`src/rtl/vga_pkg.sv`:
```
// Shared types and constants for the VGA framebuffer address path.
// Holds the scan-state enum, default 640x480 timing and width helpers.
package vga_pkg;

  typedef enum logic [1:0] {
    SYNC,
    ACTIVE,
    HBLANK,
    VBLANK
  } ag_state_e;

  localparam int DEF_H_START = 112;
  localparam int DEF_H_VIS   = 640;
  localparam int DEF_V_START = 12;
  localparam int DEF_V_VIS   = 480;

  localparam int HOR_W = 11;
  localparam int VER_W = 10;

  // bits needed to hold 0..n-1, never less than 1
  function automatic int cw(input int n);
    return (n <= 2) ? 1 : $clog2(n);
  endfunction

endpackage

```
`src/rtl/vga_fb_addr_gen_if.sv`:
```
// Timing-in / address-out bundle of the framebuffer address generator.
// master: the generator (timing in, fbAddr/strobes out); slave: its peer.
interface vga_fb_addr_gen_if
  import vga_pkg::*;
#(
  parameter int ADDR_W = 17
);

  logic              pixEn;
  logic [HOR_W-1:0]  horReg;
  logic [VER_W-1:0]  verReg;
  logic              bufSel;
  logic [ADDR_W-1:0] fbAddr;
  logic              pixValid;
  logic              frameStart;
  logic              lineStart;
  logic              activeBuf;

  modport master (
    input  pixEn, horReg, verReg, bufSel,
    output fbAddr, pixValid, frameStart,
    output lineStart, activeBuf
  );

  modport slave (
    output pixEn, horReg, verReg, bufSel,
    input  fbAddr, pixValid, frameStart,
    input  lineStart, activeBuf
  );

endinterface

```
`src/rtl/vga_rep_counter.sv`:
```
// Modulo-2^S replication counter with clear, enable and wrap strobe.
// Ports: clk, rst_n, clr, en in; wrap out (en while at terminal count).
module vga_rep_counter
  import vga_pkg::*;
#(
  parameter int S = 1
) (
  input  logic clk,
  input  logic rst_n,
  input  logic clr,
  input  logic en,
  output logic wrap
);

  localparam int W = cw(1 << S);
  localparam logic [W-1:0] MAX = W'((1 << S) - 1);

  logic [W-1:0] cnt;

  assign wrap = en && (cnt == MAX);

  always_ff @(posedge clk or negedge rst_n) begin
    if (!rst_n) begin
      cnt <= '0;
    end else if (clr) begin
      cnt <= '0;
    end else if (en) begin
      cnt <= wrap ? '0 : cnt + W'(1);
    end
  end

endmodule

```
`src/rtl/vga_fb_addr_gen.sv`:
```
// Framebuffer read-address generator with pixel replication and buffers.
// Ports: clock, resetN (async low), bus (master: timing in, address out).
module vga_fb_addr_gen
  import vga_pkg::*;
#(
  parameter int H_START     = DEF_H_START,
  parameter int H_VIS       = DEF_H_VIS,
  parameter int V_START     = DEF_V_START,
  parameter int V_VIS       = DEF_V_VIS,
  parameter int SCALE_SHIFT = 1,
  parameter int NUM_BUFS    = 1,
  parameter int ADDR_W      = 17
) (
  input logic         clock,
  input logic         resetN,
  vga_fb_addr_gen_if.master bus
);

  localparam int FB_W    = H_VIS >> SCALE_SHIFT;
  localparam int FB_H    = V_VIS >> SCALE_SHIFT;
  localparam int FB_SIZE = FB_W * FB_H;

  localparam logic [HOR_W-1:0] HS = HOR_W'(H_START);
  localparam logic [HOR_W-1:0] HL = HOR_W'(H_START + H_VIS - 1);
  localparam logic [VER_W-1:0] VS = VER_W'(V_START);
  localparam logic [VER_W-1:0] VL = VER_W'(V_START + V_VIS - 1);

  localparam logic [ADDR_W-1:0] FB_W_A  = ADDR_W'(FB_W);
  localparam logic [ADDR_W-1:0] FB_SZ_A = ADDR_W'(FB_SIZE);

  if (ADDR_W < $clog2(NUM_BUFS * FB_SIZE) ||
      SCALE_SHIFT < 0 || SCALE_SHIFT > 2 ||
      NUM_BUFS < 1 || NUM_BUFS > 2) begin : g_bad_cfg
    $error("vga_fb_addr_gen: illegal parameter set");
  end

  ag_state_e         state;
  ag_state_e         state_nxt;
  logic [ADDR_W-1:0] line_base;
  logic [ADDR_W-1:0] base;
  logic              buf_nxt;
  logic              ver_vis;
  logic              at_hs;
  logic              at_vl;
  logic              start_frame;
  logic              start_line;
  logic              in_active;
  logic              pix;
  logic              last_col;
  logic              resync;
  logic              col_wrap;
  logic              row_wrap;

  assign buf_nxt = (NUM_BUFS == 2) ? bus.bufSel : 1'b0;
  assign base    = buf_nxt ? FB_SZ_A : '0;

  assign ver_vis = (bus.verReg >= VS) && (bus.verReg <= VL);
  assign at_hs   = bus.horReg == HS;
  assign at_vl   = bus.verReg == VL;

  assign start_frame = (state == SYNC || state == VBLANK) &&
                       at_hs && (bus.verReg == VS);
  assign start_line  = (state == HBLANK) && at_hs && ver_vis;
  assign in_active   = (state == ACTIVE) && ver_vis;
  assign pix         = start_frame | start_line | in_active;
  assign last_col    = pix && (bus.horReg == HL);
  // counters desynced from the scan: drop back and wait for a frame
  assign resync      = (state == ACTIVE || state == HBLANK) && !ver_vis;

  always_comb begin
    state_nxt = state;
    unique case (1'b1)
      pix && !last_col:          state_nxt = ACTIVE;
      pix && last_col && at_vl:  state_nxt = VBLANK;
      pix && last_col && !at_vl: state_nxt = HBLANK;
      !pix && resync:            state_nxt = SYNC;
      default:                   state_nxt = state;
    endcase
  end

  vga_rep_counter #(.S(SCALE_SHIFT)) u_col (
    .clk   (clock),
    .rst_n (resetN),
    .clr   (bus.pixEn & (start_frame | start_line)),
    .en    (bus.pixEn & in_active),
    .wrap  (col_wrap)
  );

  vga_rep_counter #(.S(SCALE_SHIFT)) u_row (
    .clk   (clock),
    .rst_n (resetN),
    .clr   (bus.pixEn & start_frame),
    .en    (bus.pixEn & last_col),
    .wrap  (row_wrap)
  );

  always_ff @(posedge clock or negedge resetN) begin
    if (!resetN) begin
      state          <= SYNC;
      line_base      <= '0;
      bus.fbAddr     <= '0;
      bus.pixValid   <= 1'b0;
      bus.frameStart <= 1'b0;
      bus.lineStart  <= 1'b0;
      bus.activeBuf  <= 1'b0;
    end else if (bus.pixEn) begin
      state          <= state_nxt;
      bus.pixValid   <= pix;
      bus.frameStart <= start_frame;
      bus.lineStart  <= start_frame | start_line;
      if (start_frame) begin
        bus.activeBuf <= buf_nxt;
        line_base     <= base;
        bus.fbAddr    <= base;
      end else begin
        if (start_line) begin
          bus.fbAddr <= line_base;
        end else if (col_wrap) begin
          bus.fbAddr <= bus.fbAddr + ADDR_W'(1);
        end
        // step to the next buffer row once it has been shown 2^S times
        if (row_wrap) begin
          line_base <= line_base + FB_W_A;
        end
      end
    end
  end

endmodule

```
`src/flat_wrapper.sv`:
```
// flat-port wrapper written by rule: the top's interface ports become plain ports
module vga_fb_addr_gen_flat import vga_pkg::*;
#(
  parameter int H_START     = DEF_H_START,
  parameter int H_VIS       = DEF_H_VIS,
  parameter int V_START     = DEF_V_START,
  parameter int V_VIS       = DEF_V_VIS,
  parameter int SCALE_SHIFT = 1,
  parameter int NUM_BUFS    = 1,
  parameter int ADDR_W      = 17
)
  (clock, resetN, bus_pixEn, bus_horReg, bus_verReg, bus_bufSel, bus_fbAddr, bus_pixValid, bus_frameStart, bus_lineStart, bus_activeBuf);
  vga_fb_addr_gen_if #(.ADDR_W(ADDR_W)) bus_i ();
  input logic clock;
  input logic resetN;
  input wire logic [$bits(bus_i.pixEn)-1:0] bus_pixEn;
  input wire logic [$bits(bus_i.horReg)-1:0] bus_horReg;
  input wire logic [$bits(bus_i.verReg)-1:0] bus_verReg;
  input wire logic [$bits(bus_i.bufSel)-1:0] bus_bufSel;
  output wire logic [$bits(bus_i.fbAddr)-1:0] bus_fbAddr;
  output wire logic [$bits(bus_i.pixValid)-1:0] bus_pixValid;
  output wire logic [$bits(bus_i.frameStart)-1:0] bus_frameStart;
  output wire logic [$bits(bus_i.lineStart)-1:0] bus_lineStart;
  output wire logic [$bits(bus_i.activeBuf)-1:0] bus_activeBuf;
  assign bus_i.pixEn = bus_pixEn;
  assign bus_i.horReg = bus_horReg;
  assign bus_i.verReg = bus_verReg;
  assign bus_i.bufSel = bus_bufSel;
  assign bus_fbAddr = bus_i.fbAddr;
  assign bus_pixValid = bus_i.pixValid;
  assign bus_frameStart = bus_i.frameStart;
  assign bus_lineStart = bus_i.lineStart;
  assign bus_activeBuf = bus_i.activeBuf;
  vga_fb_addr_gen #(.H_START(H_START), .H_VIS(H_VIS), .V_START(V_START), .V_VIS(V_VIS), .SCALE_SHIFT(SCALE_SHIFT), .NUM_BUFS(NUM_BUFS), .ADDR_W(ADDR_W)) u_core (.clock(clock), .resetN(resetN), .bus(bus_i));
endmodule
```
`config.mk`:
```
export PLATFORM = sky130hd
export DESIGN_NAME = vga_fb_addr_gen_flat
export DESIGN_NICKNAME = d
export VERILOG_FILES = /design/src/rtl/vga_pkg.sv /design/src/rtl/vga_fb_addr_gen_if.sv /design/src/rtl/vga_rep_counter.sv /design/src/rtl/vga_fb_addr_gen.sv /design/src/flat_wrapper.sv
export SDC_FILE = /design/constraint.sdc
export NUM_CORES = 1
export LEC_CHECK = 0
export ABC_AREA = 1
export CAP_MARGIN = 20
export CORE_AREA = 8 8 79 88
export DETAILED_ROUTE_END_ITERATION = 6
export DIE_AREA = 0 0 87 96
export PLACE_DENSITY_LB_ADDON = 0.05
export SYNTH_ARGS = -nofsm -noshare
export SYNTH_HDL_FRONTEND = slang
export SYNTH_HIERARCHICAL = 1
export SYNTH_SLANG_ARGS = --single-unit
```
`constraint.sdc`:
```
create_clock -name clock -period 2.65 [get_ports clock]
set_input_delay 0.53 -clock clock [delete_from_list [all_inputs] [get_ports clock]]
set_output_delay 0.53 -clock clock [all_outputs]
set_load 0.05 [all_outputs]
```
==> summary.md <==
| Metric | Value |
|---|---|
| Vias in the first global route | 2667 |
| Worst path slowest cell | clkdlybuf4s50_1 |
| Synth cell types | 35 |
| Cells after synthesis | 406 |
| Non-filler cells, final | 548 |
| Worst hold path class | reg -> reg |
| Fin util | 61.3% |
| Yosys reg bits | 35 |
| EDFF count, synth | 0 |
| Final Hold Vio Count | 0 |
| Largest net degree at the start of global routing | 36 |
| Slew HR | 65.8% |
| Worst IR drop on VDD | 0.000252 V |
| Max Clk Rate | 0.415 GHz |
| Min Hold Slack | 487 ps |
| Tcrit/Tclk final | 90.9% |
| Clock Pin Slew Worst Setup and Hold Paths | 70 ps |
| First-pass iteration count of the detailed router | 4 |
| Grt ovf | 0 |
| Buffers on Ports | 43 |
| Area grow syn2layout | 27.0% |
| Family with the most delay on the worst path | buffers and inverters |
| Routed via count | 2647 |
| # rows | 29 |
| Reg2Reg Setup Slack | 400 ps |
| Routed WL per cell | 12.0 um |
| RSZ-0062 raised after global routing | no |
| Clk_lat worst skew | 290 ps |
| Detail Route Antenna Nets | 0 |
| Ys flop type | dfrtp_1 |
| Total track usage | 17.4% |
| Pins Over Slew Limit | 0 |
| CTS Hold Buffers Added | 0 |
| TritonCTS buffer count | 5 |
| Number of antenna violations at the first check in global routing | 0 |
| PD cells | 307 nW/um^2 |
| First-pass GRT wire length | 11700 um |
| Avg Cell Area, Syn | 6.60 um^2 |
| Leakage | 1.80 nW |
| Worst slew pin tran | 512 ps |
| Setup violators final | 0 |
| Clock sinks | 35 |
| Number of max-cap violations | 0 |
| Cell Area, Placed | 3320 um^2 |
| Residual DRC count | 0 |
| Sequential element share of the synthesized area | 32.7% |
| Post-synthesis async set-or-reset flop share | 100% |
| Layout cells sized above 1 | 12.1% |
| Final nets | 499 |
| Cell area after synthesis | 2680 um^2 |
| Vias per inst | 4.83 |
| Final Skew | 7.31 ps |
| Post-CTS setup buffers | 0 |
| 1st-iter DRT viols | 172 |
| Final WL | 6570 um |
| Die height | 96 um |
| WS Path Type | in -> reg |
| Synthesized Nets | 435 |
| Core area | 5550 um^2 |
| Worst Path Arrival | 2600 ps |
| CP required | 2840 ps |
| Placer Congestion | 0.846 |
| DP HPWL | 5060 um |
| Resized cells post-CTS | 0 |
| Io pins | 46 |
| Root Buffer | clkbuf_8 |
| Most frequent cells in the layout | nand2_1 (135), inv_1 (55), nor2_1 (47), clkdlybuf4s50_1 (43), nand3_1 (39) |
| CTS tree | built |
| Die area | 8350 um^2 |
| N_diodes | 0 |
| Largest stage delay on the critical path | 480 ps |
| WP buf/inv | 6 |
| Clock tree buffer depth | 2 |
| Yosys warnings | 6 |
| Worst setup EP type | register |
| H-tree levels | 2 |
| Commonest non-fill, non-tap cell in the layout | nand2_1 |
| Die X | 87 um |
| Post-Layout Inst Area | 3400 um^2 |
| Post-Place Cells | 540 |
| Kind of start point of the critical path | input pin |
| Starting density of the core | 48.3% |
| Status | finished clean |
| Crit Path Max Fanout | 4 |
| Min cycle time layout | 2410 ps |
| Worst-path cell chain | clkdlybuf4s50_1 > nand2_1 > buf_4 > nor2_2 > nand4_4 > o21ai_4 > nand2_4 > nand2_2 > nand2_2 > inv_1 > nand2_1 > inv_1 > nand2_1 > inv_1 > o211ai_1 > xor2_1 > nand2_1 > inv_1 |
[power breakdown]
group          internal, mW  total [mW]  switching (mW)  leakage (nW)
Combinational        0.0554       0.114          0.0585          1.32
Clock                 0.184       0.389           0.205        0.0412
Sequential            0.540       0.544         0.00391         0.437
[flip-flops by register name, summed over array words and instances (netlist names)]
register / count
u_core/bus.lineStart: 1
u_core/state: 2
u_core/u_col/cnt: 1
u_core/bus.fbAddr: 17
u_core/u_row/cnt: 1
u_core/line_base: 11
u_core/bus.pixValid: 1
u_core/bus.frameStart: 1
[synth_stat cells (3+ instances only)]
master | instances | area share, %
a21oi_1 | 5 | 0.93
buf_6 | 4 | 1.7
dfrtp_1 | 35 | 33
ha_1 | 4 | 1.9
inv_1 | 55 | 7.7
nand2_1 | 135 | 19
nand2_2 | 5 | 1.2
nand2_4 | 3 | 1.3
nand3_1 | 39 | 7.3
nand4_1 | 10 | 2.3
nor2_1 | 47 | 6.6
nor2_2 | 7 | 1.6
nor3_1 | 9 | 1.7
o21ai_0 | 10 | 1.9
o21ai_2 | 3 | 0.98
xor2_1 | 11 | 3.6
[area by class of cell]
class / instances / area (um^2)
Clock inverter: 2 / 12.5
Multi-Input combinational cell: 306 / 1530
Timing Repair Buffer: 65 / 608
Clock buffer: 6 / 72.6
Inverter: 57 / 214
Sequential cell: 35 / 876
Tap cell: 77 / 96.3
Fill cell: 508 / 2150
[worst paths after layout]
kind                                                   start                                 to  cells after the start
max                                            bus_verReg[2]   u_core/line_base[10]$_DFFE_PN0P_                     18
min                        u_core/bus.frameStart$_DFFE_PN0P_  u_core/bus.frameStart$_DFFE_PN0P_                      2
max reg2reg                      u_core/state[0]$_DFFE_PN0P_   u_core/line_base[10]$_DFFE_PN0P_                     18
min reg2reg                u_core/bus.frameStart$_DFFE_PN0P_  u_core/bus.frameStart$_DFFE_PN0P_                      2
max in group asynchronous                             resetN  u_core/bus.frameStart$_DFFE_PN0P_                      2
min in group asynchronous                             resetN   u_core/bus.fbAddr[8]$_DFFE_PN0P_                      2
[stage by stage]
step                setup TNS [ps]  worst slack (ps)  power [mW]
floorplan                        0               357       0.599
global placement            -0.979            -0.979       0.667
detailed placement           -66.0             -50.7       0.670
CTS                              0               260        1.07
global route                     0              63.3        1.10
finish                           0               242        1.05
[worst register-to-register path: cells and delay by family (launching register included)]
kind                       cells  cell delay (ps)
and+or+nand+nor                9              790
DFF                            1              380
adders and majority gates      1              330
buffers and inverters          5              310
AOI/OAI and AO/OA              2              200
xor gates and xnor gates       1              160
[layer usage]
layer  part of all wire (%)  track usage, %  vias up
met1                     45            20.7     1182
met2                     49            29.9       58
met5                      0               0        -
li1                       -               -     1395
met3                    4.8            3.33       12
met4                    2.1            7.76        0
[logic make-up (layout without fill, tap and decap cells)]
group | after synthesis | after routing | synth area share [%]
DFF | 35 | 35 | 32.7
buffers and inverters | 65 | 130 | 10.5
and+or+nand+nor | 265 | 265 | 45.4
AOI/OAI and AO/OA | 24 | 24 | 5.60
adders and majority gates | 4 | 4 | 1.87
xor gates and xnor gates | 12 | 12 | 3.92
other | 1 | 1 | 0.140
No activity file was read; power rests on OpenSTA's default activity.
